===== config.mk =====
export PLATFORM = sky130hd
export DESIGN_NAME = uart_tx_arbiter
export DESIGN_NICKNAME = d
export VERILOG_FILES = /design/src/rtl/uart_arb_pkg.sv /design/src/rtl/uart_arb_rr_pick.sv /design/src/rtl/uart_tx_arbiter.sv
export SDC_FILE = /design/constraint.sdc
export NUM_CORES = 1
export LEC_CHECK = 0
export CORE_MARGIN = 5
export CORE_UTILIZATION = 38
export CTS_BUF_LIST = sky130_fd_sc_hd__clkbuf_8
export DETAILED_ROUTE_END_ITERATION = 12
export GPL_ROUTABILITY_DRIVEN = 0
export PLACE_DENSITY = 0.72
export SYNTH_ARGS = -nofsm -noshare
export SYNTH_HDL_FRONTEND = slang
export SYNTH_SLANG_ARGS = --single-unit

===== constraint.sdc =====
create_clock -name i_clk -period 3.1 [get_ports i_clk]
set_input_delay 0.62 -clock i_clk [delete_from_list [all_inputs] [get_ports i_clk]]
set_output_delay 0.62 -clock i_clk [all_outputs]
set_load 0.05 [all_outputs]

===== src/rtl/uart_arb_pkg.sv =====
// Shared definitions for the UART transmit arbiter: FSM state encoding,
// UART strobe polarity and width helpers.
package uart_arb_pkg;

  // Arbiter FSM states
  typedef enum logic [1:0] {
    ST_IDLE = 2'b00,
    ST_XFER = 2'b01,
    ST_GAP  = 2'b10
  } arb_state_e;

  // CoreUART CSN/WEN are active-low write strobes
  localparam logic STROBE_ON  = 1'b0;
  localparam logic STROBE_OFF = 1'b1;

  // Index width for n requesters ($clog2, never below 1 bit)
  function automatic int idx_w(input int n);
    return (n <= 2) ? 1 : $clog2(n);
  endfunction

  // Width of a down/up counter that must hold the value maxval
  function automatic int cnt_w(input int maxval);
    return (maxval < 1) ? 1 : $clog2(maxval + 1);
  endfunction

endpackage


===== src/rtl/uart_arb_rr_pick.sv =====
// Combinational round-robin selector: returns the first valid requester
// at or after the pointer, wrapping around the vector.
module uart_arb_rr_pick
  import uart_arb_pkg::*;
#(
  parameter int NUM_REQ = 4,
  parameter int IDX_W   = 2
) (
  input  logic [NUM_REQ-1:0] i_valid,
  input  logic [IDX_W-1:0]   i_ptr,
  output logic [NUM_REQ-1:0] o_onehot,
  output logic [IDX_W-1:0]   o_idx,
  output logic               o_any
);

  // Scan from the farthest offset down to the pointer so the nearest valid wins
  always_comb begin
    logic [IDX_W-1:0] w_j;
    o_onehot = '0;
    o_idx    = '0;
    o_any    = |i_valid;
    w_j      = '0;
    for (int k = NUM_REQ - 1; k >= 0; k--) begin
      w_j = IDX_W'((int'(i_ptr) + k) % NUM_REQ);
      if (i_valid[w_j]) begin
        o_onehot      = '0;
        o_onehot[w_j] = 1'b1;
        o_idx         = w_j;
      end else begin
        o_idx = o_idx;
      end
    end
  end

endmodule


===== src/rtl/uart_tx_arbiter.sv =====
// Round-robin, packet-atomic arbiter sharing one CoreUART transmit write port
// between NUM_REQ byte-stream requesters. A grant is held until the owner's
// last beat has been written and the post-write gap has elapsed.
// Optional feature macro: UART_ARB_TIMEOUT_EN -- forced release of a grant
// after TIMEOUT idle cycles mid-packet, flagged by a TIMEOUT_ERR pulse.
module uart_tx_arbiter
  import uart_arb_pkg::*;
#(
  parameter int NUM_REQ = 4,
  parameter int WR_GAP  = 2
`ifdef UART_ARB_TIMEOUT_EN
  , parameter int TIMEOUT = 255
`endif
) (
  input  logic                 i_clk,
  input  logic                 i_reset_n,
  input  logic [NUM_REQ-1:0]   i_req_valid,
  input  logic [NUM_REQ*8-1:0] i_req_data,
  input  logic [NUM_REQ-1:0]   i_req_last,
  output logic [NUM_REQ-1:0]   o_req_ready,
  output logic [NUM_REQ-1:0]   o_grant,
  output logic                 o_busy,
  output logic                 o_uart_csn,
  output logic                 o_uart_wen,
  output logic [7:0]           o_uart_data,
  input  logic                 i_uart_txrdy,
  output logic                 o_timeout_err
);

  localparam int IDX_W = idx_w(NUM_REQ);
  localparam int GAP_W = cnt_w(WR_GAP);

  arb_state_e          r_state;
  arb_state_e          w_state_nxt;
  logic [NUM_REQ-1:0]  r_grant;
  logic [IDX_W-1:0]    r_gidx;
  logic [IDX_W-1:0]    r_ptr;
  logic [IDX_W-1:0]    w_ptr_next;
  logic [GAP_W-1:0]    r_gap;
  logic                r_last;
  logic                r_csn;
  logic [7:0]          r_data;
  logic                w_accept;
  logic                w_gap_done;
  logic                w_timeout;
  logic [NUM_REQ-1:0]  w_pick_onehot;
  logic [IDX_W-1:0]    w_pick_idx;
  logic                w_pick_any;

  uart_arb_rr_pick #(
    .NUM_REQ (NUM_REQ),
    .IDX_W   (IDX_W)
  ) u_pick (
    .i_valid  (i_req_valid),
    .i_ptr    (r_ptr),
    .o_onehot (w_pick_onehot),
    .o_idx    (w_pick_idx),
    .o_any    (w_pick_any)
  );

  // Pointer moves just past the owner when its packet ends or is abandoned
  assign w_ptr_next = (r_gidx == IDX_W'(NUM_REQ - 1)) ? '0 : (r_gidx + IDX_W'(1));

  // FSM next-state and combinational ready; ready is masked while reset is
  // asserted so that no requester sees a beat accepted that is then discarded
  always_comb begin
    w_state_nxt = r_state;
    o_req_ready = '0;
    w_accept    = 1'b0;
    w_gap_done  = 1'b0;
    case (r_state)
      ST_IDLE: begin
        if (w_pick_any) begin
          w_state_nxt = ST_XFER;
        end else begin
          w_state_nxt = ST_IDLE;
        end
      end
      ST_XFER: begin
        if (i_req_valid[r_gidx] && i_uart_txrdy && i_reset_n) begin
          o_req_ready[r_gidx] = 1'b1;
          w_accept            = 1'b1;
          w_state_nxt         = ST_GAP;
        end else if (w_timeout) begin
          w_state_nxt = ST_IDLE;
        end else begin
          w_state_nxt = ST_XFER;
        end
      end
      ST_GAP: begin
        if (r_gap <= GAP_W'(1)) begin
          w_gap_done  = 1'b1;
          w_state_nxt = r_last ? ST_IDLE : ST_XFER;
        end else begin
          w_state_nxt = ST_GAP;
        end
      end
      default: begin
        w_state_nxt = ST_IDLE;
      end
    endcase
  end

  // FSM state register
  always_ff @(posedge i_clk) begin
    if (!i_reset_n) begin
      r_state <= ST_IDLE;
    end else begin
      r_state <= w_state_nxt;
    end
  end

  // Grant ownership and round-robin pointer
  always_ff @(posedge i_clk) begin
    if (!i_reset_n) begin
      r_grant <= '0;
      r_gidx  <= '0;
      r_ptr   <= '0;
    end else if ((r_state == ST_IDLE) && w_pick_any) begin
      r_grant <= w_pick_onehot;
      r_gidx  <= w_pick_idx;
    end else if ((w_gap_done && r_last) || w_timeout) begin
      r_grant <= '0;
      r_ptr   <= w_ptr_next;
    end else begin
      r_grant <= r_grant;
    end
  end

  // Post-write gap counter and packet-end flag of the accepted beat
  always_ff @(posedge i_clk) begin
    if (!i_reset_n) begin
      r_gap  <= '0;
      r_last <= 1'b0;
    end else if (w_accept) begin
      r_gap  <= GAP_W'(WR_GAP);
      r_last <= i_req_last[r_gidx];
    end else if ((r_state == ST_GAP) && (r_gap != GAP_W'(0))) begin
      r_gap <= r_gap - GAP_W'(1);
    end else begin
      r_gap <= r_gap;
    end
  end

  // UART write strobe (one cycle per accepted beat) and held data byte
  always_ff @(posedge i_clk) begin
    if (!i_reset_n) begin
      r_csn  <= STROBE_OFF;
      r_data <= 8'h00;
    end else if (w_accept) begin
      r_csn  <= STROBE_ON;
      r_data <= i_req_data[{r_gidx, 3'b000} +: 8];
    end else begin
      r_csn <= STROBE_OFF;
    end
  end

`ifdef UART_ARB_TIMEOUT_EN
  localparam int TO_W = cnt_w(TIMEOUT);

  logic [TO_W-1:0] r_to_cnt;
  logic            r_terr;

  assign w_timeout = (r_state == ST_XFER) && !i_req_valid[r_gidx] &&
                     (r_to_cnt == TO_W'(TIMEOUT - 1));

  // Count owner-idle cycles in XFER; a forced release raises a one-cycle flag
  always_ff @(posedge i_clk) begin
    if (!i_reset_n) begin
      r_to_cnt <= '0;
      r_terr   <= 1'b0;
    end else begin
      r_terr <= w_timeout;
      if ((r_state != ST_XFER) || w_accept || w_timeout) begin
        r_to_cnt <= '0;
      end else if (!i_req_valid[r_gidx]) begin
        r_to_cnt <= r_to_cnt + TO_W'(1);
      end else begin
        r_to_cnt <= r_to_cnt;
      end
    end
  end

  assign o_timeout_err = r_terr;
`else
  assign w_timeout     = 1'b0;
  assign o_timeout_err = 1'b0;
`endif

  assign o_grant     = r_grant;
  assign o_busy      = (r_state != ST_IDLE);
  assign o_uart_csn  = r_csn;
  assign o_uart_wen  = r_csn;
  assign o_uart_data = r_data;

endmodule

* Word level (Yosys, flattened, before mapping) *
Cells that the tools add are included.

operators by class
  $add $sub $neg = 5
  magnitude comparators = 11
  eq/ne operators = 3
  shifts and indexed selects = 1
  muxes and demuxes = 47
  bitwise operators = 2
  reductions and logical operators = 18

operators by type and width
  operator                                             count
  2-to-1 mux 4 bit                                     8
  indexed part select 32 x 6 -> 8 bit                  1
  2-to-1 mux 1 bit                                     18
  2-to-1 mux 2 bit                                     9
  < comparator 2 x 3 -> 1 bit, second input constant   5
  binary-select mux 1 bit (select 2 bit)               6
  demux 1 bit (select 2 bit)                           5
  >= comparator 2 x 1 -> 1 bit, second input constant  5
  logical AND 1 bit                                    10
  nonzero test 2 bit                                   4
  one-hot mux 2 bit (3 select lines)                   1
  adder 2 x 1 -> 2 bit, second input constant          2
  adder 2 bit, second input constant                   2
  == test 2 bit, second input constant                 2
  OR reduction 4 bit                                   1
  == test 2 x 1 -> 1 bit, second input constant        1
  <= comparator 2 x 1 -> 1 bit, second input constant  1
  zero test 2 bit                                      1
  NOT 1 bit                                            2
  AND reduction 2 bit                                  1
  OR reduction 2 bit                                   1
  subtractor 2 x 1 -> 2 bit, second input constant     1

storage, ports and cells
  bits in registers = 22
  input port bits = 43
  output and inout port bits = 20
  logic and storage cells = 96

* Logic depth before layout (Yosys ltp) *
Gate-level depths: netlist (run 1).

  word-level depth = 10
  mapped depth = 10
  mapped depth without buffers = 7

* Modules after synthesis *
A second synthesis (run 1) with hierarchy kept.

unflattened totals
  cell total of the unflattened synthesis = 187
  area, all modules = 1,776.7 um^2

by module, submodules not included
  module            times used  cells an instance  area an instance (um^2)  sequential area each (um^2)
  uart_tx_arbiter   1           120                1,281.2                  440.4
  uart_arb_rr_pick  1           67                 495.5                    0.0

* Worst setup path before layout (run 1) *
OpenSTA, ideal clock, no wires.

  path kind = input port to output port
  from = input i_req_valid[3]
  to = output o_req_ready[0]
  arrival time = 1.682 ns
  required time = 2.480 ns
  setup slack = 0.798 ns
  stages = 6
  path buffers = 1
  cell sequence = buf_2 > mux2i_1 > nand2_1 > nand4_2 > nor2b_4 > and2_1

between the ends
  cells in the longest elaborated chain, start to end = 6

ends and longest elaborated chain
  element                                 RTL line               RTL
  start: declaration                      uart_tx_arbiter.sv:17  input logic [NUM_REQ-1:0] i_req_valid,
  binary-select mux 1 bit (select 2 bit)  uart_tx_arbiter.sv:80  if (i_req_valid[r_gidx] && i_uart_txrdy && i_reset_n) begin
  2-to-1 mux 1 bit (implied by the code)  uart_tx_arbiter.sv:80
  logical AND 1 bit (2 in series)         uart_tx_arbiter.sv:80
  2-to-1 mux 4 bit                        uart_tx_arbiter.sv:80
  2-to-1 mux 4 bit                        uart_tx_arbiter.sv:71  case (r_state)
  end: declaration                        uart_tx_arbiter.sv:20  output logic [NUM_REQ-1:0] o_req_ready,

No other way between the ends. The select of a mux whose other input is x is not followed.

* Worst setup path after layout (run 1) *
  from = input i_req_valid[3]
  to = output o_req_ready[3]

Same word-level chain as after synthesis.

==> results.md, run 1 <==
- The run finished with clean final reports.
- Traced cell by cell, the critical path runs through clkdlybuf4s50_1, mux2i_1, nand2_1, nand4_2, nor2b_4, and2_1, buf_12.
- Averaged over all synthesized cells, the footprint is about 9.3 sq um.
- The clock-pin slew reported for the worst setup and hold paths after clock tree synthesis is 80 ps.
- The switching power is between 0.2 and 0.25 mW.
- The number of hold buffers added after CTS was 0.
- Static timing analysis puts the maximum clock frequency at 385 MHz.
- The layout-stage area growth over the synthesis result is 40.2%.
- In this run the number of H-tree levels came out at 1.
- The setup TNS is 0 ps.
- Net switching is 29.8% of the power.
- The slowest stage of the critical path is the sky130_fd_sc_hd__clkdlybuf4s50_1 cell.
- The layout filler cell count is ~420.
- The count of final setup violators is 0.
- Per report_power, the combinational group accounts for 33.8% of the total.
- In this run the worst setup path begins at i_req_valid[3].
- Timing analysis after detailed placement gives a worst setup slack of around 500 ps.
- Yosys printed 0 warnings.
- Using the TritonRoute via totals, the vias-per-cell ratio works out to 5.23.
- At the worst endpoint, the arrival time is 1980 ps.
- The gate count of the mapped netlist is 195.
- Entering global routing, the biggest net connects 19 pins.
- The top cell types in the final layout, fill and taps aside, are sky130_fd_sc_hd__clkdlybuf4s50_1 (57), sky130_fd_sc_hd__dfxtp_1 (22), sky130_fd_sc_hd__nor2_1 (21).
- The number of gates resized after cts is 0.
- In this run the static leakage power is 0.979 nW.
- The sequential share of the synthesized area is 24.3%.
- The floorplan step set the die width to just under 80 um.
- The clock arrives with roughly 1.1 ps of skew.
- The worst IR drop on VDD is 0.188 mV.
- For the worst-skew pair, the clock arrives at the later sink with an insertion delay of 260 ps.
- The detailed-placement wirelength estimate is 3780 um.
- The number of buffers created by CTS is 3.
- Sequential cells burn about two fifths of the power.
- Max-cap violations in this run came to 0.
- The die covers 0.00624 sq mm.
- After layout, the minimum clock period comes to between 2000 and 3000 ps.
- The count of TritonRoute iterations in the first routing pass is 4.
- After routing the design area is 0.00254 sq mm.
- 0 antenna diodes ended up in the layout.
- CTS placed an instance of sky130_fd_sc_hd__clkbuf_8 at the clock tree root.
- The worst setup path is captured at an output pin.
- The port buffer count is 61.
- The max-slew violation count is 0.
- Of the available clock period, the critical path in the final layout requires between 80% and 90%.
- The tightest min-delay check is of the reg -> reg type.
- The largest total area in the synthesized netlist belongs to sky130_fd_sc_hd__dfxtp_1.
- Of all nets on the critical path, the largest fanout is 7.
- In this run the most critical hold path is launched from o_grant[2].
- The mapped netlist covers ~0.0018 sq mm.
- The number of flip-flops and latches in the synthesized netlist is 22.
- Leaving out fill and tap cells, the most frequent cell in the layout is sky130_fd_sc_hd__clkdlybuf4s50_1.
- The longest clock path from root to sink contains 2 buffers.
- The final count of hold timing violations is 0.
- The aggregate routed wire length is 4630 um.
- The net count after synthesis is 252.
- The startpoint type of the worst setup path is a primary input.
- The count of buffers added by post-CTS timing repair for setup is 0.
- The required time reported for the critical path endpoint is 2480 ps.
- Yosys attributes the largest share of cell area to sky130_fd_sc_hd__dfxtp_1 (24%), sky130_fd_sc_hd__mux4_2 (11%), sky130_fd_sc_hd__mux2i_1 (10%).
- For this run, design rule violations remaining after detail routing come to 0.
- The fraction of layout cells with a size suffix above 1 is roughly 13%.
- After detailed placement, the total cell area comes to 0.00248 sq mm.
- Measured against its own limit, the worst slew margin works out to 64.8%.
- The worst register-to-register path begins at r_ptr[0].
- The sequential cells in the finished layout cover a total of 440 sq um.
- The largest stage delay on the critical path is 480 ps.
- For this configuration, the core starts out at a cell density of 38.8%.
- The internal portion of total power is 0.546 mW.
- The unique cell type count in the Yosys netlist is 47.
- The die is 79.0 um tall.
- The total I/O pin count is 63.
- In this run, synthesis inferred 0 flip-flops with an integrated enable.
- The async set-or-reset flop fraction in the synthesized netlist is 0%.
- For this block, the via count after detailed routing is 1601.
- The global route total overflow is 0.
- For this run, the post-layout net count is slightly above 300.
- Once detail routing completed, the nets flagged for antenna violations numbered 0.
- The number of antenna violations at the first check in global routing is 0.
- The first routing iteration left 39 violations.
- The worst setup path is of the in -> out kind.
- The number of global-route vias before repair is 1595.
- Setup repair after global routing left no endpoint under its margin.
- At the pin with the least slew margin, the transition time is 526 ps.
- The average wire length per cell after detail routing is 15.1 um.
- Counting every sink on the clock net gives 22.
- The first global-routing pass estimated 7860 um of wire.
- In the final layout, the multi-input gates occupy 0.00121 sq mm.
- The power density over the cells is 307 mW/mm^2.
- The clock network power share is 26.8%.
- Global routing consumed, over all layers together, approximately 16% of the routing resources.
- The floorplan row count is 25.
- The main flop type after synthesis is sky130_fd_sc_hd__dfxtp_1.
- The core outline area is 0.00466 sq mm.
- The TritonCTS clock tree is built.
- The synthesized design devotes to its leading area cell type between 20% and 30% of total area.
- The least setup slack across all paths after layout is 503 ps.
## cell type report
cell class,instances,area share (%)
Clock buffer,4,2.17
Sequential cell,22,17.3
Timing Repair Buffer,70,28.3
Multi-Input combinational cell,144,47.8
Tap cell,54,2.66
Inverter,12,1.77
## worst max-delay path: cells and delay by family
kind	cells	cell delay, ps
AND/OR/NAND/NOR	4	640
buffers and inverters	2	630
multiplexers	1	90
## registers in the layout, summed over array words and instances, names as in the netlist
signal,cells
o_uart_data,8
o_grant,4
r_gap,2
r_gidx,2
r_ptr,2
r_state,2
o_uart_csn,1
r_last,1
## worst paths after layout
| path | cells after the start | slack (ps) | endpoint |
|---|---|---|---|
| worst min register to register | 2 | 460 | o_grant[2] |
| worst max-delay path | 7 | 500 | o_req_ready[3] |
| worst min-delay path | 2 | 460 | o_grant[2] |
| worst max register to register | 7 | 900 | r_gidx[0] |
## metal layers
| metal | routed length, um | up-vias | part of all wire, % | global-route usage, % |
|---|---|---|---|---|
| met5 | 0 | - | 0 | 0 |
| met4 | 21 | 0 | 0.45 | 3.61 |
| met3 | 110 | 2 | 2.4 | 1.93 |
| met2 | 2360 | 25 | 51 | 27.3 |
| met1 | 2140 | 751 | 46 | 20.8 |
| li1 | - | 823 | - | - |
## synth_stat cells (all sizes together), types with 3 or more instances
| cell | n |
|---|---|
| mux2i | 18 |
| clkbuf | 4 |
| nor2b | 4 |
| nor2 | 21 |
| a21oi | 3 |
| nand2b | 4 |
| o2111a | 4 |
| nor4 | 4 |
| buf | 13 |
| o21ai | 15 |
| nand2 | 6 |
| ha | 14 |
| dfxtp | 22 |
| nand3 | 3 |
| inv | 12 |
| o21a | 3 |
| o211ai | 5 |
| and2 | 4 |
| nand4 | 5 |
| mux4 | 10 |
## through the flow
stage          cells  hold slack, ps  utilization (%)  power (mW)
6_report         306             464             54.5       0.779
5_1_grt          306             490             54.5       0.822
4_1_cts          306             471             54.5       0.791
3_5_place_dp     302             459             53.3       0.578
3_3_place_gp     302             451             53.3       0.576
2_1_floorplan    195             470                -       0.478
## cell families (layout without fill, tap and decap cells)
kind of cell,Yosys count,in the layout,synth area share [%]
adders and majority gates,14,14,9.68
and+or+nand+nor,59,59,17.7
muxes,30,30,24.0
buffers and inverters,29,86,8.71
DFF,22,22,24.3
other,1,1,0.207
AOI/OAI and AO/OA,39,39,14.9
xor gates and xnor gates,1,1,0.484
## power groups by stage
| stage | registers, mW | clock network, mW | logic, mW |
|---|---|---|---|
| 6_report | 0.307 | 0.209 | 0.263 |
| 4_1_cts | 0.307 | 0.218 | 0.265 |
| 3_5_place_dp | 0.314 | 0 | 0.264 |
| 3_3_place_gp | 0.313 | 0 | 0.263 |
| 2_1_floorplan | 0.339 | 0 | 0.139 |
| 5_1_grt | 0.309 | 0.229 | 0.284 |
Note: power is estimated with default switching activity, not from simulation.
==> inputs of run 2 (changes only) <==
clock period = 2.59 ns   (was 3.1 ns; I/O delays follow)
==> run 2 against run 1 <==
  * Power is 29% higher
  * Non-clock buffer count stayed put
  * Sequential power is 20% higher
  * First-iteration DRC count is 130% higher
  * Combinational power is 21% higher
  * Worst hold slack better by 3.8 ps
  * Global-route usage is 0.17 points lower
  * Via count is 2.9% higher
  * Register-to-register slack worse by 490 ps
  * Critical path type unchanged
  * Largest cell class unchanged
==> results.md, run 2 (synthesized netlist as in run 1, its figures left out) <==
- The run finished with clean final reports.
- The power density over the cells was 394 mW/mm^2 (+29%).
- The length in cells of the worst reg-to-reg path was 7 (unchanged).
- The final core area utilization is 54.8% (+0.35 points).
- The total I/O pin count is 63 (unchanged).
- The number of antenna violations at the first check in global routing is 0 (unchanged).
- The share of total power in sequential cells is 36.4% (-3.0 points).
- The maximum fanout count along the critical path was 7 (unchanged).
- The final count of hold timing violations is 0 (unchanged).
- The core outline area is 0.00466 sq mm (unchanged).
- The most common cell after layout, fill and taps aside is sky130_fd_sc_hd__clkdlybuf4s50_1.
- The clock network power share is 32.2% (+5.4 points).
- The internal portion of total power is 0.725 mW (+33%).
- The number of global-route vias before repair is 1575 (-1.3%).
- The number of clock sinks is 22 (unchanged).
- The minimum setup slack among reg-to-reg paths is 410 ps (-490 ps).
- In this run the worst hold path is classified as reg -> reg.
- The switching part of the total is 28.1% (-1.8 points).
- The worst-case hold slack is 467 ps (+3.79 ps).
- The post-route clock period utilization is 92.5%.
- The worst setup path is of the in -> out kind.
- The number of H-tree levels is 1 (unchanged).
- The top cell types in the final layout, fill and taps aside, are sky130_fd_sc_hd__clkdlybuf4s50_1 (57), sky130_fd_sc_hd__dfxtp_1 (22), sky130_fd_sc_hd__nor2_1 (21).
- The later-pin clock latency in the skew report is 260 ps (about the same).
- The largest stage delay on the critical path came to 470 ps (about the same).
- The arrival time reported for the critical path endpoint is 1880 ps (-100 ps).
- The clock-pin slew reported for the worst setup and hold paths after clock tree synthesis is 90 ps (about the same).
- The number of hold-repair buffers added at the cts stage was 0 (unchanged).
- TritonCTS built the clock tree.
- The die extent in y was 79.0 um (unchanged).
- Derived from the worst setup path, the maximum achievable clock frequency is approximately 420 MHz.
- The final critical-path required period is 2400 ps.
- The library cell contributing the largest single delay on the critical path is sky130_fd_sc_hd__clkdlybuf4s50_1.
- The total leakage power came to 0.986 nW (+0.71%).
- The setup TNS was 0 ps (unchanged).
- The total routing resource utilization after global routing came to 15.6% (-0.17 points).
- The count of final setup violators is 0 (unchanged).
- The endpoint of the worst register-to-register path is r_gidx[0].
- The count of TritonRoute iterations in the first routing pass is 4 (unchanged).
- The worst register-to-register path begins at r_ptr[1].
- The floorplan row count is 25 (unchanged).
- Tracing the worst setup path back leads to its startpoint at i_req_valid[3].
- The max-capacitance violation count is 0 (unchanged).
- The relative slew slack is 64.6% (-0.24 points).
- The global route total overflow is 0 (unchanged).
- The residual antenna-violating net count after detailed routing is 0 (unchanged).
- The layout-stage area growth over the synthesis result is 41.1%.
- The width of the die is 79.0 um (unchanged).
- The element type at the critical path end is an output pin.
- The number of flip-flops under the largest register name was 8 (unchanged).
- The first-iteration detailed-routing DRC count is 88 (+130%).
- The fraction of layout cells with a size suffix above 1 is 12.7% (unchanged).
- The final setup skew is 4.66 ps (+3.59 ps).
- The detailed-placement wirelength estimate is 3790 um (+0.35%).
- The final layout net count was 310 (unchanged).
- The average wire length per cell after detail routing is 15.3 um (+1.4%).
- The measured slew at the worst slew-check pin is 529 ps (+3.57 ps).
- The aggregate routed wire length came to 4700 um (+1.4%).
- The initial core utilization is 38.8% (unchanged).
- Setup repair after global routing left no endpoint under its margin.
- The overall power after layout is 1.01 mW (+29%).
- The worst setup path is launched from a primary input.
- The termination of the worst setup path is o_req_ready[3].
- The pin count of the biggest net entering global routing came to 19 (unchanged).
- The port buffer count is 61 (unchanged).
- The worst IR drop on VDD came to 0.244 mV (+30%).
- The count of buffers added by post-CTS timing repair for setup came to 0 (unchanged).
- The total number of vias came to 1647 (+2.9%).
- The max-slew violation count is 0 (unchanged).
- The number of gates resized after cts came to 0 (unchanged).
- The signal on the critical path passes through clkdlybuf4s50_1, mux2i_1, nand2_1, nand4_2, nor2b_4, and2_1, buf_12.
- The number of design rule violations left after detail routing is 0 (unchanged).
- The master cell of the clock root buffer is sky130_fd_sc_hd__clkbuf_8.
- The switching power is 0.283 mW (+22%).
- The power share of the combinational group is 31.4% (-2.4 points).
- The buffer depth of the longest clock path is 2 (unchanged).
- The detailed-route vias per instance is 5.38 (+2.9%).
- The diode insertion count for antenna repair is 0 (unchanged).
- The number of buffers created by CTS is 3 (unchanged).
- The die outline area is 0.00624 sq mm (unchanged).
- The required time reported for the critical path endpoint was 2070 ps (-410 ps).
- The first-pass GRT wire length is 7800 um (-0.79%).
[run 2: metal layers]
metal / wire (um) / global-route usage, % / part of all wire [%] / vias up
li1: - / - / - / 816
met1: 2170 / 20.7 / 46 / 794
met2: 2350 / 26.3 / 50 / 31
met3: 130 / 2.38 / 2.8 / 6
met4: 52 / 3.95 / 1.1 / 0
met5: 0 / 0 / 0 / -
[run 2: area by class of cell]
cell class | instances | area, sq um
Fill cell | 420 | 2110
Tap cell | 54 | 67.6
Clock inverter | 1 | 30.0
Inverter | 12 | 45.0
Sequential cell | 22 | 440
Clock buffer | 3 | 41.3
Timing Repair Buffer | 70 | 718
Multi-Input combinational cell | 144 | 1210
[run 2: power groups by stage]
stage	clock, mW	sequential [mW]	combinational, mW
4_1_cts	0.331	0.368	0.319
3_3_place_gp	0	0.375	0.315
3_5_place_dp	0	0.375	0.318
5_1_grt	0.347	0.370	0.340
2_1_floorplan	0	0.406	0.166
6_report	0.324	0.367	0.317
[run 2: how the worst min path moves through the flow]
stage / start / end / depth (start not counted)
finish: o_grant[0] / o_grant[0] / 2
CTS: o_grant[0] / o_grant[0] / 2
detailed placement: o_grant[0] / o_grant[0] / 2
global route: o_grant[2] / o_grant[2] / 2
global placement: o_grant[3] / o_grant[3] / 2
floorplan: r_state[1] / r_state[0] / 1
[run 2: per-stage QoR]
stage	instance area, sq um	setup slack, ps	cells
3_3_place_gp	2480	199	302
3_5_place_dp	2480	183	302
2_1_floorplan	1810	397	195
5_1_grt	2550	95.0	306
6_report	2550	195	306
4_1_cts	2550	181	306
[run 2: critical path, delay by kind of cell]
| kind | cells | cell delay, ps |
|---|---|---|
| multiplexers | 1 | 70 |
| AND/OR/NAND/NOR | 4 | 670 |
| buffers and inverters | 2 | 620 |
==> inputs of run 3 (changes only) <==
CORE_UTILIZATION = 47   (was 38)
PLACE_DENSITY = 0.86   (was 0.72)
SYNTH_HIERARCHICAL = 1   (was not set)
==> run 3 against run 2 <==
  * Setup slack got worse by 7.0 ps
  * Sequential power about the same
  * Utilization increased by 17 points
==> results.md, run 3 <==
- The least setup slack across all paths after layout is 188 ps (-7.03 ps).
- The aggregate routed wire length was 4960 um (+5.6%).
- The die extent in y is 71.5 um (-9.5%).
- The floorplan row count was 22 (-12%).
- The final count of hold timing violations is 0 (unchanged).
- Setup repair after global routing left no endpoint under its margin.
- The power density over the cells is 379 mW/mm^2 (-4.0%).
- Leaving out fill and tap cells, the most frequent cells in the layout are sky130_fd_sc_hd__clkdlybuf4s50_1 (53), sky130_fd_sc_hd__dfxtp_1 (22), sky130_fd_sc_hd__nor2_1 (18).
- The maximum fanout count along the critical path is 5 (-2).
- The switching part of the total was 27.7% (-0.40 points).
- The TritonCTS clock tree is built.
- The setup TNS came to 0 ps (unchanged).
- The total I/O pin count was 63 (unchanged).
- The arrival time reported for the critical path endpoint is 1880 ps (about the same).
- The worst IR drop on VDD is 0.228 mV (-6.8%).
- The most critical setup path has its startpoint at i_uart_txrdy.
- The internal portion of total power was 0.716 mW (-1.2%).
- The run finished with clean final reports.
- The switching power is 0.274 mW (-3.1%).
- The number of antenna violations at the first check in global routing is 0 (unchanged).
- The port buffer count came to 61 (unchanged).
- The detailed-route vias per instance is 5.45 (+1.3%).
- The die outline area came to 0.00511 sq mm (-18%).
- The overall power after layout is 0.990 mW (-1.7%).
- The class of the worst hold path is reg -> reg.
- The final core area utilization is 71.5% (+17 points).
- The share of total power in sequential cells is 37.3% (+0.9 points).
- The fraction of synthesized cell area in xor and xnor cells is 0.493% (+0.0092 points).
- The pre-CTS worst setup slack is -73.5 ps (-256 ps).
- The most common cell after layout, fill and taps aside is sky130_fd_sc_hd__clkdlybuf4s50_1.
- The initial core utilization is 48.5% (+9.7 points).
- The number of warnings printed during yosys synthesis is 6 (+6).
- The most repeated cell in the gate-level netlist after synthesis is sky130_fd_sc_hd__dfxtp_1.
- The final layout net count is 311 (+0.32%).
- The global route total overflow is 0 (unchanged).
- After synthesis, the largest family of logic cells by area is multiplexers.
- The number of design rule violations left after detail routing was 0 (unchanged).
- The first-pass GRT wire length came to 7720 um (-0.97%).
- The area share of the largest cell type after synthesis was 24.8% (+0.46 points).
- The buffer depth of the longest clock path was 2 (unchanged).
- Summed over all instances, the cell type with the most area after synthesis is sky130_fd_sc_hd__dfxtp_1.
- Among all flip-flop cells after synthesis, the most frequent one is sky130_fd_sc_hd__dfxtp_1.
- The unique cell type count in the Yosys netlist is 40 (-15%).
- The clock network power share was 32.8% (+0.6 points).
- The first-iteration detailed-routing DRC count came to 81 (-8.0%).
- The max-capacitance violation count came to 0 (unchanged).
- The launch instance of the worst min-delay path is o_grant[3].
- The gate count of the mapped netlist is 187 (-4.1%).
- The number of global-route vias before repair is 1671 (+6.1%).
- Counting instances in the post-synthesis netlist gives the leading cell types as sky130_fd_sc_hd__dfxtp_1 (22), sky130_fd_sc_hd__nor2_1 (18), sky130_fd_sc_hd__nor2b_1 (15).
- The pin count of the biggest net entering global routing is 22 (+3).
- The relative slew slack is 62.3% (-2.3 points).
- The clock-pin slew reported for the worst setup and hold paths after clock tree synthesis was 80 ps (about the same).
- The count of cells along the worst hold path was 2 (unchanged).
- The width of the die was 71.5 um (-9.5%).
- The average wire length per cell after detail routing is 16.5 um (+7.3%).
- The complex-gate fraction of the synthesized area is 12.2% (-2.7 points).
- The final setup skew came to 1.35 ps (-3.31 ps).
- The count of final setup violators is 0 (unchanged).
- The summed area of non-filler cells in the final layout is 0.00262 sq mm (+2.4%).
- The number of enable-type register cells in the synthesized netlist was 0 (unchanged).
- The count of TritonRoute iterations in the first routing pass is 4 (unchanged).
- The number of flip-flops under the largest register name is 8 (unchanged).
- The power share of the combinational group is 29.9% (-1.5 points).
- The fraction of layout cells with a size suffix above 1 is 18.2% (+5.5 points).
- The worst reg2reg path startpoint is r_ptr[0].
- The number of hold-repair buffers added at the cts stage came to 0 (unchanged).
- The total leakage power is 1.08 nW (+9.4%).
- The summed instance area of the synthesized netlist is 0.00178 sq mm (-1.9%).
- The cell sitting at the root of the clock tree is a sky130_fd_sc_hd__clkbuf_8.
- The critical path in this run is classified as in -> out.
- The async set-or-reset flop fraction in the synthesized netlist was 0% (unchanged).
- The number of clock sinks is 22 (unchanged).
- The residual antenna-violating net count after detailed routing came to 0 (unchanged).
- The max-slew violation count came to 0 (unchanged).
- The number of H-tree levels was 1 (unchanged).
- The final critical-path required period is 2400 ps (+7.03 ps).
- After synthesis, the cell types taking the most area are sky130_fd_sc_hd__dfxtp_1 (25%), sky130_fd_sc_hd__mux4_2 (15%), sky130_fd_sc_hd__ha_1 (9.9%).
- The total number of vias came to 1641 (-0.36%).
- The average instance area after synthesis is 9.50 sq um (+2.3%).
- The required time reported for the critical path endpoint is 2070 ps (about the same).
- The core outline area is 0.00366 sq mm (-21%).
- The post-route clock period utilization was 92.8% (+0.27 points).
- The diode insertion count for antenna repair was 0 (unchanged).
- The later-pin clock latency in the skew report is 260 ps (about the same).
- The detailed-placement wirelength estimate is 3700 um (-2.5%).
- The number of buffers created by CTS is 3 (unchanged).
- The mux contribution to synthesized area is 24.8% (+0.74 points).
- The net count after synthesis is 244 (-3.2%).
- The worst setup path is captured at an output pin.
- The total routing resource utilization after global routing is 19.1% (+3.6 points).
- The post-synthesis simple-gate area fraction is 20.9% (+3.2 points).
- The highest clock rate came to 416 MHz (-0.29%).
- The share of synthesized cell area in full adder, half adder and majority cells is 9.86% (+0.18 points).
- The measured slew at the worst slew-check pin came to 564 ps (+34.3 ps).
- The placement-stage cell area was 0.00251 sq mm (+0.91%).
- The area growth from synthesis to layout is 47.3%.
- The length in cells of the worst reg-to-reg path is 8 (+1).
- The sequential share of the synthesized area is 24.8% (+0.46 points).
- The number of flip-flops and latches in the synthesized netlist was 22 (unchanged).
- The startpoint type of the worst setup path is a primary input.
## run 3: final timing paths
path | slack [ps] | endpoint
max | 190 | o_req_ready[3]
min | 480 | o_grant[3]
max reg2reg | 440 | r_gidx[0]
min reg2reg | 480 | o_grant[3]
## run 3: cells by family (layout without fill, tap and decap cells)
family                   Yosys count  count (layout)
flip-flops                        22              22
adder cells (fa/ha/maj)           14              14
AO/OA/AOI/OAI                     33              33
other                              1               1
buffers and inverters             23              89
multiplexers                      27              27
AND/OR/NAND/NOR                   66              66
XOR/XNOR                           1               1
## run 3: layout make-up
type | count | area, sq um
well taps | 48 | 60.1
fillers | 258 | 1040
inverters | 11 | 41.3
multi-input cells | 142 | 1240
clock inverters | 1 | 30.0
flip-flops and latches | 22 | 440
clock buffers | 3 | 41.3
repair buffers | 74 | 758
## run 3: routing by layer
layer  vias up  global-route usage, %  routed length (um)
met5         -                      0                   0
met4         0                   7.72                 116
met3         8                   2.95                 262
met2        53                   34.7                2640
met1       787                   22.3                1940
li1        793                      -                   -
## run 3: per-stage QoR
step	hold WS, ps	cells
finish	484	301
global route	527	301
CTS	489	301
detailed placement	476	297
global placement	467	297
floorplan	508	187
## run 3: timing repair
action / 4_1_cts / 5_1_grt
endpoints found under the setup margin: 4 / 4
setup buffers: 1 / 0
resized for setup: 3 / 8
pin swaps: 1 / 3
## run 3: power by group through the flow
stage,clock network (mW),registers (mW),logic [mW]
6_report,0.325,0.369,0.296
5_1_grt,0.341,0.372,0.316
4_1_cts,0.331,0.369,0.294
3_5_place_dp,0,0.376,0.290
3_3_place_gp,0,0.375,0.284
2_1_floorplan,0,0.408,0.132
## run 3: worst max-delay path, cell delays in order
cell	delay, ps
sky130_fd_sc_hd__clkdlybuf4s50_1	550
sky130_fd_sc_hd__nand3_4	100
sky130_fd_sc_hd__nor3b_4	350
sky130_fd_sc_hd__and2_4	220
sky130_fd_sc_hd__buf_12	130
